`config.mk`:
```
export PLATFORM = sky130hd
export DESIGN_NAME = fetch_stage
export DESIGN_NICKNAME = d
export VERILOG_FILES = /design/src/rtl/riscv_pkg.sv /design/src/rtl/pc_reg.sv /design/src/rtl/fetch_stage.sv
export SDC_FILE = /design/constraint.sdc
export NUM_CORES = 1
export LEC_CHECK = 0
export CORE_UTILIZATION = 31
export DETAILED_ROUTE_END_ITERATION = 10
export PLACE_DENSITY = 0.71
export SLEW_MARGIN = 20
export SYNTH_ARGS = -nofsm -noshare
export SYNTH_HDL_FRONTEND = slang
export SYNTH_SLANG_ARGS = --single-unit
```
`constraint.sdc`:
```
create_clock -name clk -period 2.3 [get_ports clk]
set_input_delay 0.46 -clock clk [delete_from_list [all_inputs] [get_ports clk]]
set_output_delay 0.46 -clock clk [all_outputs]
set_load 0.02 [all_outputs]
```
`src/rtl/riscv_pkg.sv`:
```
//------------------------------------------------------------------------------
// Module   : riscv_pkg
// Brief    : Shared fetch constants, FSM state type and alignment helper.
// Revision : 1.0
//------------------------------------------------------------------------------
`default_nettype none

package riscv_pkg;

    localparam logic [31:0] NOP_INSTR    = 32'h0000_0013;
    localparam logic [31:0] EBREAK_INSTR = 32'h0010_0073;

    typedef enum logic [0:0] {
        RUN  = 1'b0,
        HALT = 1'b1
    } fetch_state_t;

    function automatic logic isWordAligned(input logic [1:0] lowBits);
        return (lowBits == 2'b00);
    endfunction

endpackage

`default_nettype wire

```
`src/rtl/pc_reg.sv`:
```
//------------------------------------------------------------------------------
// Module   : pc_reg
// Brief    : Program counter with next-PC selection and redirect alignment check.
// Revision : 1.0
//------------------------------------------------------------------------------
`default_nettype none

module pc_reg
    import riscv_pkg::*;
#(
    parameter int                     ADDRESS_WIDTH = 16,
    parameter logic [ADDRESS_WIDTH-1:0] RESET_PC    = '0
) (
    input  logic                     clk,
    input  logic                     rst,
    input  logic                     i_advance,
    input  logic                     i_redirect,
    input  logic [ADDRESS_WIDTH-1:0] i_target,
    output logic [ADDRESS_WIDTH-1:0] o_pc,
    output logic [ADDRESS_WIDTH-1:0] o_pcPlus4,
    output logic                     o_misaligned
);

    localparam logic [ADDRESS_WIDTH-1:0] c_PC_STEP = ADDRESS_WIDTH'(4);

    logic [ADDRESS_WIDTH-1:0] r_pc;
    logic [ADDRESS_WIDTH-1:0] w_nextPc;
    logic                     w_targetAligned;

    assign w_targetAligned = isWordAligned(i_target[1:0]);

    // A misaligned redirect leaves the PC frozen at the faulting fetch.
    always_comb begin
        w_nextPc = r_pc;
        if (i_redirect) begin
            if (w_targetAligned) begin
                w_nextPc = i_target;
            end
        end else if (i_advance) begin
            w_nextPc = r_pc + c_PC_STEP;
        end
    end

    always_ff @(posedge clk) begin
        if (rst) begin
            r_pc <= RESET_PC;
        end else begin
            r_pc <= w_nextPc;
        end
    end

    assign o_pc         = r_pc;
    assign o_pcPlus4    = r_pc + c_PC_STEP;
    assign o_misaligned = i_redirect & ~w_targetAligned;

endmodule

`default_nettype wire

```
`src/rtl/fetch_stage.sv`:
```
//------------------------------------------------------------------------------
// Module   : fetch_stage
// Brief    : Instruction fetch with IF/ID register and RUN/HALT control FSM.
// Revision : 1.0
//------------------------------------------------------------------------------
`default_nettype none

module fetch_stage
    import riscv_pkg::*;
#(
    parameter int                       ADDRESS_WIDTH = 16,
    parameter int                       DATA_WIDTH    = 32,
    parameter logic [ADDRESS_WIDTH-1:0] RESET_PC      = '0
) (
    input  logic                     clk,
    input  logic                     rst,
    input  logic                     stall,
    input  logic                     flush,
    input  logic                     branch_taken,
    input  logic [ADDRESS_WIDTH-1:0] branch_target,
    input  logic [DATA_WIDTH-1:0]    instr,
    output logic [ADDRESS_WIDTH-1:0] PC,
    output logic [DATA_WIDTH-1:0]    if_instr,
    output logic [ADDRESS_WIDTH-1:0] if_pc,
    output logic [ADDRESS_WIDTH-1:0] if_pc_plus4,
    output logic                     if_valid,
    output logic                     halted,
    output logic                     misaligned
);

    localparam logic [DATA_WIDTH-1:0] c_NOP    = DATA_WIDTH'(NOP_INSTR);
    localparam logic [DATA_WIDTH-1:0] c_EBREAK = DATA_WIDTH'(EBREAK_INSTR);

    fetch_state_t             r_state;
    logic [DATA_WIDTH-1:0]    r_ifInstr;
    logic [ADDRESS_WIDTH-1:0] r_ifPc;
    logic [ADDRESS_WIDTH-1:0] r_ifPcPlus4;
    logic                     r_ifValid;
    logic                     r_halted;
    logic                     r_misaligned;

    logic                     w_running;
    logic                     w_redirect;
    logic                     w_capture;
    logic                     w_ebreak;
    logic                     w_advance;
    logic                     w_badTarget;
    logic [ADDRESS_WIDTH-1:0] w_pc;
    logic [ADDRESS_WIDTH-1:0] w_pcPlus4;

    assign w_running  = (r_state == RUN);
    assign w_redirect = w_running & branch_taken;
    assign w_capture  = w_running & ~branch_taken & ~flush & ~stall;
    assign w_ebreak   = w_capture & (instr == c_EBREAK);
    // Flush still lets the PC move on; only stall and EBREAK freeze it.
    assign w_advance  = w_running & ~branch_taken & ~stall & ~w_ebreak;

    pc_reg #(
        .ADDRESS_WIDTH (ADDRESS_WIDTH),
        .RESET_PC      (RESET_PC)
    ) u_pcReg (
        .clk          (clk),
        .rst          (rst),
        .i_advance    (w_advance),
        .i_redirect   (w_redirect),
        .i_target     (branch_target),
        .o_pc         (w_pc),
        .o_pcPlus4    (w_pcPlus4),
        .o_misaligned (w_badTarget)
    );

    always_ff @(posedge clk) begin
        if (rst) begin
            r_state      <= RUN;
            r_ifInstr    <= c_NOP;
            r_ifPc       <= '0;
            r_ifPcPlus4  <= '0;
            r_ifValid    <= 1'b0;
            r_halted     <= 1'b0;
            r_misaligned <= 1'b0;
        end else begin
            case (r_state)
                RUN: begin
                    if (branch_taken || flush) begin
                        r_ifInstr   <= c_NOP;
                        r_ifPc      <= '0;
                        r_ifPcPlus4 <= '0;
                        r_ifValid   <= 1'b0;
                        if (w_badTarget) begin
                            r_misaligned <= 1'b1;
                            r_halted     <= 1'b1;
                            r_state      <= HALT;
                        end
                    end else if (!stall) begin
                        r_ifInstr   <= instr;
                        r_ifPc      <= w_pc;
                        r_ifPcPlus4 <= w_pcPlus4;
                        r_ifValid   <= 1'b1;
                        if (w_ebreak) begin
                            r_halted <= 1'b1;
                            r_state  <= HALT;
                        end
                    end
                end
                HALT: begin
                    r_ifValid <= 1'b0;
                end
                default: begin
                    r_state <= RUN;
                end
            endcase
        end
    end

    assign PC          = w_pc;
    assign if_instr    = r_ifInstr;
    assign if_pc       = r_ifPc;
    assign if_pc_plus4 = r_ifPcPlus4;
    assign if_valid    = r_ifValid;
    assign halted      = r_halted;
    assign misaligned  = r_misaligned;

endmodule

`default_nettype wire

```
==> impl_metrics.env, run 1 <==
export IMPL_run_status="finished, final reports clean"
export IMPL_nets=588
export IMPL_sequential_share_of_the_synthesized_area=0.4809
export IMPL_dieHeight_um=106.9
export IMPL_critical_path_peak_fanout=5
export IMPL_final_hold_violation_count=0
export IMPL_grt_antenna_before_repair=0
export IMPL_grt_total_usage=0.1861
export IMPL_worst_setup_path_start_kind="input pin"
export IMPL_grt_setup_unrepaired="no"
export IMPL_critical_path_arrival_ns=2.31
export IMPL_initial_core_utilization=0.3248
export IMPL_synth_common_cells="sky130_fd_sc_hd__dfxtp_1 (82), sky130_fd_sc_hd__nor2_1 (72), sky130_fd_sc_hd__a22oi_1 (62)"
export IMPL_postRouteAntennaNets=0
export IMPL_num_vias=3544
export IMPL_tightest_slew_ns=0.6155
export IMPL_dieWidth_um=106.9
export IMPL_dp_hpwl_mm=7.828
export IMPL_synth_lib_cells_used_distinct=42
export IMPL_worstSetupPathType="in -> reg"
export IMPL_max_cap_viol_count=0
export IMPL_fmaxAchievable_mhz=494.4
export IMPL_dp_cells=659
export IMPL_pin_count_of_the_biggest_net_entering_global_routing=57
export IMPL_clock_path_buffers=2
export IMPL_tritoncts_num_sinks=82
export IMPL_report_power_total_mw=3.023
export IMPL_worst_clock_skew_ns=0.01439
export IMPL_slew_headroom=0.5896
export IMPL_utilization=0.4989
export IMPL_core_area_sq_um=10510
export IMPL_hold_path_class="reg -> reg"
export IMPL_fin_crit_sh=0.8794
export IMPL_fill_cell_instance_count_of_the_final_layout=995
export IMPL_clkTransAtPathRegs_ns=0.08
export IMPL_synth_flop_cell="sky130_fd_sc_hd__dfxtp_1"
export IMPL_area_growth_syn_to_layout_pct=53.59
export IMPL_cts_hold_fix_buffers=0
export IMPL_crit_path_end_kind="flop"
export IMPL_ys_top_cells_by_area="sky130_fd_sc_hd__dfxtp_1 (48%), sky130_fd_sc_hd__a22oi_1 (14%), sky130_fd_sc_hd__nor2_1 (7.9%), sky130_fd_sc_hd__a21oi_1 (2.1%), sky130_fd_sc_hd__xor2_1 (2.1%)"
export IMPL_final_setup_viol_count=0
export IMPL_place_port_buffers=135
export IMPL_cts_resized_gates=0
export IMPL_dr_pass1_iters=5
export IMPL_synth_seq_cells=82
export IMPL_vias_per_cell=5.250
export IMPL_cts_buffers=9
export IMPL_power_density_nw_per_um2=576.6
export IMPL_clk_insertion_delay_late_ns=0.35
export IMPL_final_gp_congestion=0.8740
export IMPL_drive_gt1_frac=0.1039
export IMPL_num_io_pins=136
export IMPL_slew_violations=0
export IMPL_synth_most_common_cell="sky130_fd_sc_hd__dfxtp_1"
export IMPL_post_synth_instance_area_sq_um=3413
export IMPL_worst_ir_drop_on_vdd_uv=233.7
export IMPL_post_synth_top_area_fraction=0.4809
export IMPL_avgRoutedWirePerCell_um=15.83
export IMPL_dr_first_iter_drc_count=328
export IMPL_postLayoutSetupSlackWorst_ns=0.2774
export IMPL_routed_wl_mm=10.69
export IMPL_grt_pass1_wl_mm=16.72
export IMPL_first_global_vias=3289
export IMPL_crit_required_ns=2.59
export IMPL_floorplan_die_area_sq_um=11430
export IMPL_place_worst_setup_slack_ns=-0.07131
export IMPL_synth_net_count=443
export IMPL_clock_period_minus_final_worst_setup_slack_ns=2.023
export IMPL_drcViolationCount=0
export IMPL_clockRootBuffer="sky130_fd_sc_hd__clkbuf_8"
export IMPL_synth_warnings=0
export IMPL_grt_overflow_total=0
export IMPL_cts_setup_buffers=0
export IMPL_synth_edf_count=0
export IMPL_finalNonFillerCells=675
export IMPL_syn_instance_count=389
export IMPL_floorplan_rows=37
export IMPL_leakage_power_figure_nw=1.884
export IMPL_async_reset_ff_frac=0
export IMPL_cts_htree_levels=3
export IMPL_synth_top_cell_by_area="sky130_fd_sc_hd__dfxtp_1"
export IMPL_cts_tree="done"
export IMPL_antenna_diode_count=0
export IMPL_synth_avg_cell_area_sq_um=8.774
## report_power, final
part	internal (mW)	switching (mW)	total (mW)
Sequential	1.45	0.0336	1.48
Clock	0.534	0.536	1.07
Combinational	0.227	0.243	0.469
Total	2.21	0.813	3.02
## layer usage
layer | vias up | share of wire | GRT usage | wire, um
met5 | - | 0 | 0 | 0
met3 | 15 | 0.058 | 0.03647 | 621
li1 | 1712 | - | - | -
met4 | 0 | 0.016 | 0.07339 | 175
met1 | 1681 | 0.45 | 0.2446 | 4833
met2 | 136 | 0.47 | 0.2991 | 5057
## cells in the final DEF (no fill, tap or decap), drive strengths merged, types with 2 or more instances in the layout
cell type / Yosys / final
clkbuf: 17 / 10
a22oi: 62 / 62
o211ai: 9 / 9
clkdlybuf4s50: 0 / 134
and2: 3 / 3
o22ai: 3 / 3
nand2: 17 / 17
buf: 17 / 34
nand3: 4 / 4
nor3: 8 / 8
or4: 2 / 2
a21oi: 14 / 14
nor4: 9 / 9
xor2: 8 / 8
xnor2: 3 / 3
clkinv: 0 / 5
o31ai: 9 / 9
o21ai: 15 / 15
dfxtp: 82 / 82
nand2b: 3 / 3
or3: 3 / 3
a31o: 2 / 2
nor2: 72 / 72
and3: 2 / 2
nand4: 6 / 6
inv: 6 / 6
nor4b: 2 / 2
## through the flow
step | hold WS, ns | cell area (sq um) | setup TNS, ns
final | 0.4471 | 5243 | 0
after global placement | 0.4321 | 5039 | -0.3732
after floorplan | 0.5173 | 3413 | 0
after CTS | 0.4513 | 5243 | 0
after detailed placement | 0.4405 | 5039 | -0.6245
after global routing | 0.4757 | 5243 | 0
## critical path: stages
cell and delay [ns]:
sky130_fd_sc_hd__clkdlybuf4s50_1 0.47, sky130_fd_sc_hd__nor4_1 0.32, sky130_fd_sc_hd__buf_4 0.15, sky130_fd_sc_hd__nand4_1 0.13
sky130_fd_sc_hd__nor3_4 0.24, sky130_fd_sc_hd__nand2b_1 0.23, sky130_fd_sc_hd__buf_4 0.17, sky130_fd_sc_hd__a31o_1 0.14
## kinds of logic (layout without fill, tap and decap cells)
group,after synthesis,after routing,synth area share
AND/OR/NAND/NOR,135,135,0.1910
AO/OA/AOI/OAI,119,119,0.2412
flip-flops,82,82,0.4809
buffers and inverters,40,190,0.05205
XOR/XNOR,11,11,0.02823
adder cells (fa/ha/maj),1,1,0.003665
multiplexers,1,1,0.002933
## final cells by class
| class | count | area (sq um) | share of cell area |
|---|---|---|---|
| Clock buffer | 10 | 137.6 | 0.02625 |
| Inverter | 6 | 22.52 | 0.004296 |
| Clock inverter | 6 | 66.31 | 0.01265 |
| Timing Repair Buffer | 168 | 1607 | 0.3064 |
| Sequential cell | 82 | 1642 | 0.3131 |
| Tap cell | 136 | 170.2 | 0.03246 |
| Multi-Input combinational cell | 267 | 1598 | 0.3048 |
## sequential cells by signal (all words and copies together) (netlist names)
name	count
halted	1
u_pcReg.o_pc	16
if_pc	16
r_state	1
if_pc_plus4	14
if_valid	1
misaligned	1
if_instr	32
## final timing paths
path                                                    from                       endpoint  slack (ns)  depth (start not counted)
worst max-delay path                               instr[30]  u_pcReg.o_pc[12]$_SDFFE_PP0P_        0.28                          8
worst min-delay path                   if_valid$_SDFFE_PP0P_          if_valid$_SDFFE_PP0P_        0.45                          2
worst max register to register  u_pcReg.o_pc[3]$_SDFFE_PP0P_  u_pcReg.o_pc[12]$_SDFFE_PP0P_        0.44                          6
worst min register to register         if_valid$_SDFFE_PP0P_          if_valid$_SDFFE_PP0P_        0.45                          2
(Power assumes the default switching activity.)
==> run 2: changes to the inputs <==
--- a/config.mk
+++ b/config.mk
@@ -5,9 +5,10 @@
 export SDC_FILE = /design/constraint.sdc
 export NUM_CORES = 1
 export LEC_CHECK = 0
-export CORE_UTILIZATION = 31
+export CORE_ASPECT_RATIO = 1.75
+export CORE_UTILIZATION = 35
 export DETAILED_ROUTE_END_ITERATION = 10
-export PLACE_DENSITY = 0.71
+export PLACE_DENSITY = 0.77
 export SLEW_MARGIN = 20
 export SYNTH_ARGS = -nofsm -noshare
 export SYNTH_HDL_FRONTEND = slang
==> run 2 against run 1 <==
  * Worst hold slack improved by 0.0073 ns
  * Clock power increased by 52%
  * Sequential cell count unchanged
  * Sequential share of layout area decreased by 0.22 points
  * Critical path depth decreased by 7
  * Design area increased by 0.69%
  * Via count decreased by 1.2%
  * Final cell count decreased by 4.0%
  * Non-clock buffer count decreased by 13
  * Core utilization increased by 5.9 points
  * Register-to-register slack improved by 0.02 ns
  * Critical path type is now reg -> out
  * Largest cell class unchanged
  * Highest routed layer unchanged
==> impl_metrics.env, run 2 (synthesis results as in run 1) <==
export IMPL_drcViolationCount=0
export IMPL_vias_per_cell=5.401
export IMPL_worst_hold_startpoint="if_valid$_SDFFE_PP0P_"
export IMPL_num_io_pins=136
export IMPL_tritoncts_num_sinks=82
export IMPL_worstSetupPathType="reg -> out"
export IMPL_final_setup_viol_count=0
export IMPL_grt_pass1_wl_mm=16.25
export IMPL_largest_register_ffs=32
export IMPL_rr_startpoint="r_state$_SDFF_PP0_"
export IMPL_cts_resized_gates=0
export IMPL_final_hold_violation_count=0
export IMPL_antenna_diode_count=0
export IMPL_pin_count_of_the_biggest_net_entering_global_routing=57
export IMPL_num_vias=3500
export IMPL_grt_total_usage=0.2063
export IMPL_worst_path_largest_cell_delay_ns=0.68
export IMPL_timing_reg2reg_setup_slack_ns=0.46
export IMPL_postRouteAntennaNets=0
export IMPL_crit_chain="clkdlybuf4s50_1"
export IMPL_crit_family="buffers and inverters"
export IMPL_leakage_power_figure_nw=1.886
export IMPL_place_worst_setup_slack_ns=-0.05086
export IMPL_cts_buffers=9
export IMPL_clock_period_minus_final_worst_setup_slack_ns=2.023
export IMPL_slew_headroom=0.6015
export IMPL_dr_first_iter_drc_count=204
export IMPL_ff2ff_path_depth=6
export IMPL_postLayoutSetupSlackWorst_ns=0.2769
export IMPL_clockRootBuffer="sky130_fd_sc_hd__clkbuf_16"
export IMPL_tightest_slew_ns=0.5978
export IMPL_grt_setup_unrepaired="no"
export IMPL_floorplan_rows=47
export IMPL_routed_wl_mm=10.44
export IMPL_place_port_buffers=135
export IMPL_area_growth_syn_to_layout_pct=54.66
export IMPL_dieHeight_um=132.6
export IMPL_crit_required_ns=1.84
export IMPL_cp_buffers_inverters=1
export IMPL_critical_path_peak_fanout=10
export IMPL_critical_path_arrival_ns=1.56
export IMPL_clkTransAtPathRegs_ns=0.06
export IMPL_core_area_sq_um=9468
export IMPL_cts_setup_buffers=0
export IMPL_cts_hold_fix_buffers=0
export IMPL_worst_hold_path_num_cells=2
export IMPL_cts_htree_levels=3
export IMPL_crit_path_end_kind="primary output"
export IMPL_initial_core_utilization=0.3605
export IMPL_fin_crit_sh=0.8796
export IMPL_cts_tree="done"
export IMPL_final_gp_congestion=0.8484
export IMPL_fin_worst_hold_slack_ns=0.4544
export IMPL_first_global_vias=3276
export IMPL_fill_cell_instance_count_of_the_final_layout=835
export IMPL_floorplan_die_area_sq_um=10170
export IMPL_slew_violations=0
export IMPL_avgRoutedWirePerCell_um=16.12
export IMPL_dr_pass1_iters=4
export IMPL_worst_setup_path_start_kind="flop"
export IMPL_report_power_total_mw=3.569
export IMPL_run_status="finished, final reports clean"
export IMPL_whs_endpoint="if_valid$_SDFFE_PP0P_"
export IMPL_dieWidth_um=76.65
export IMPL_final_common_cell="sky130_fd_sc_hd__clkdlybuf4s50_1"
export IMPL_most_common_layout_cells="sky130_fd_sc_hd__clkdlybuf4s50_1 (134), sky130_fd_sc_hd__dfxtp_1 (82), sky130_fd_sc_hd__nor2_1 (72)"
export IMPL_drive_gt1_frac=0.08175
export IMPL_fmaxAchievable_mhz=494.3
export IMPL_utilization=0.5576
export IMPL_dp_hpwl_mm=7.528
export IMPL_clock_path_buffers=2
export IMPL_nets=575
export IMPL_clk_insertion_delay_late_ns=0.34
export IMPL_crit_path_top_delay_cell="sky130_fd_sc_hd__clkdlybuf4s50_1"
export IMPL_grt_antenna_before_repair=0
export IMPL_hold_path_class="reg -> reg"
export IMPL_worst_ir_drop_on_vdd_uv=448.9
export IMPL_max_cap_viol_count=0
export IMPL_grt_overflow_total=0
export IMPL_worst_clock_skew_ns=0.007268
export IMPL_worst_r2r_endpoint="u_pcReg.o_pc[8]$_SDFFE_PP0P_"
export IMPL_power_density_nw_per_um2=676.2
[run 2: cell types whose count changed in the layout (fill, tap and decap cells not counted)]
cell	change
sky130_fd_sc_hd__buf_4	-14
sky130_fd_sc_hd__clkbuf_8	-10
sky130_fd_sc_hd__clkbuf_16	+9
sky130_fd_sc_hd__bufinv_16	+2
sky130_fd_sc_hd__buf_12	+1
sky130_fd_sc_hd__clkinv_4	-1
[run 2: routing by layer]
layer,wire length (um),part of all wire,vias to the layer above,track usage
met2,5761,0.55,117,0.3749
met3,442,0.042,19,0.04345
li1,-,-,1674,-
met1,3943,0.38,1690,0.2179
met4,297,0.028,0,0.1143
met5,0,0,-,0
[run 2: power by group]
| group | total, mW | switching [mW] | internal [mW] |
|---|---|---|---|
| sequential | 1.49 | 0.0364 | 1.45 |
| clock | 1.63 | 0.573 | 1.06 |
| combinational | 0.448 | 0.234 | 0.214 |
[run 2: area by class of cell]
type / count / area, sq um / area share
Inverter: 6 / 22.52 / 0.004266
Sequential cell: 82 / 1642 / 0.3110
Clock buffer: 9 / 225.2 / 0.04266
Multi-Input combinational cell: 267 / 1598 / 0.3027
Tap cell: 122 / 152.6 / 0.02892
Clock inverter: 7 / 117.6 / 0.02228
Timing Repair Buffer: 155 / 1521 / 0.2882
[run 2: worst max path at each step]
stage / to / cells past startpoint / from / slack (ns)
global placement: u_pcReg.o_pc[3]$_SDFFE_PP0P_ / 7 / instr[21] / -0.03
floorplan: u_pcReg.o_pc[12]$_SDFFE_PP0P_ / 6 / u_pcReg.o_pc[2]$_SDFFE_PP0P_ / 0.44
finish: PC[4] / 1 / u_pcReg.o_pc[4]$_SDFFE_PP0P_ / 0.28
detailed placement: u_pcReg.o_pc[13]$_SDFFE_PP0P_ / 7 / instr[21] / -0.05
CTS: PC[4] / 1 / u_pcReg.o_pc[4]$_SDFFE_PP0P_ / 0.27
global route: u_pcReg.o_pc[5]$_SDFFE_PP0P_ / 8 / instr[30] / 0.15
[run 2: stage by stage]
stage	instances	TNS (ns)	area, sq um
after floorplan	389	0	3413
after global placement	632	-0.1623	4936
after detailed placement	632	-0.3282	4936
after CTS	648	0	5279
after global routing	648	0	5279
final	648	0	5279
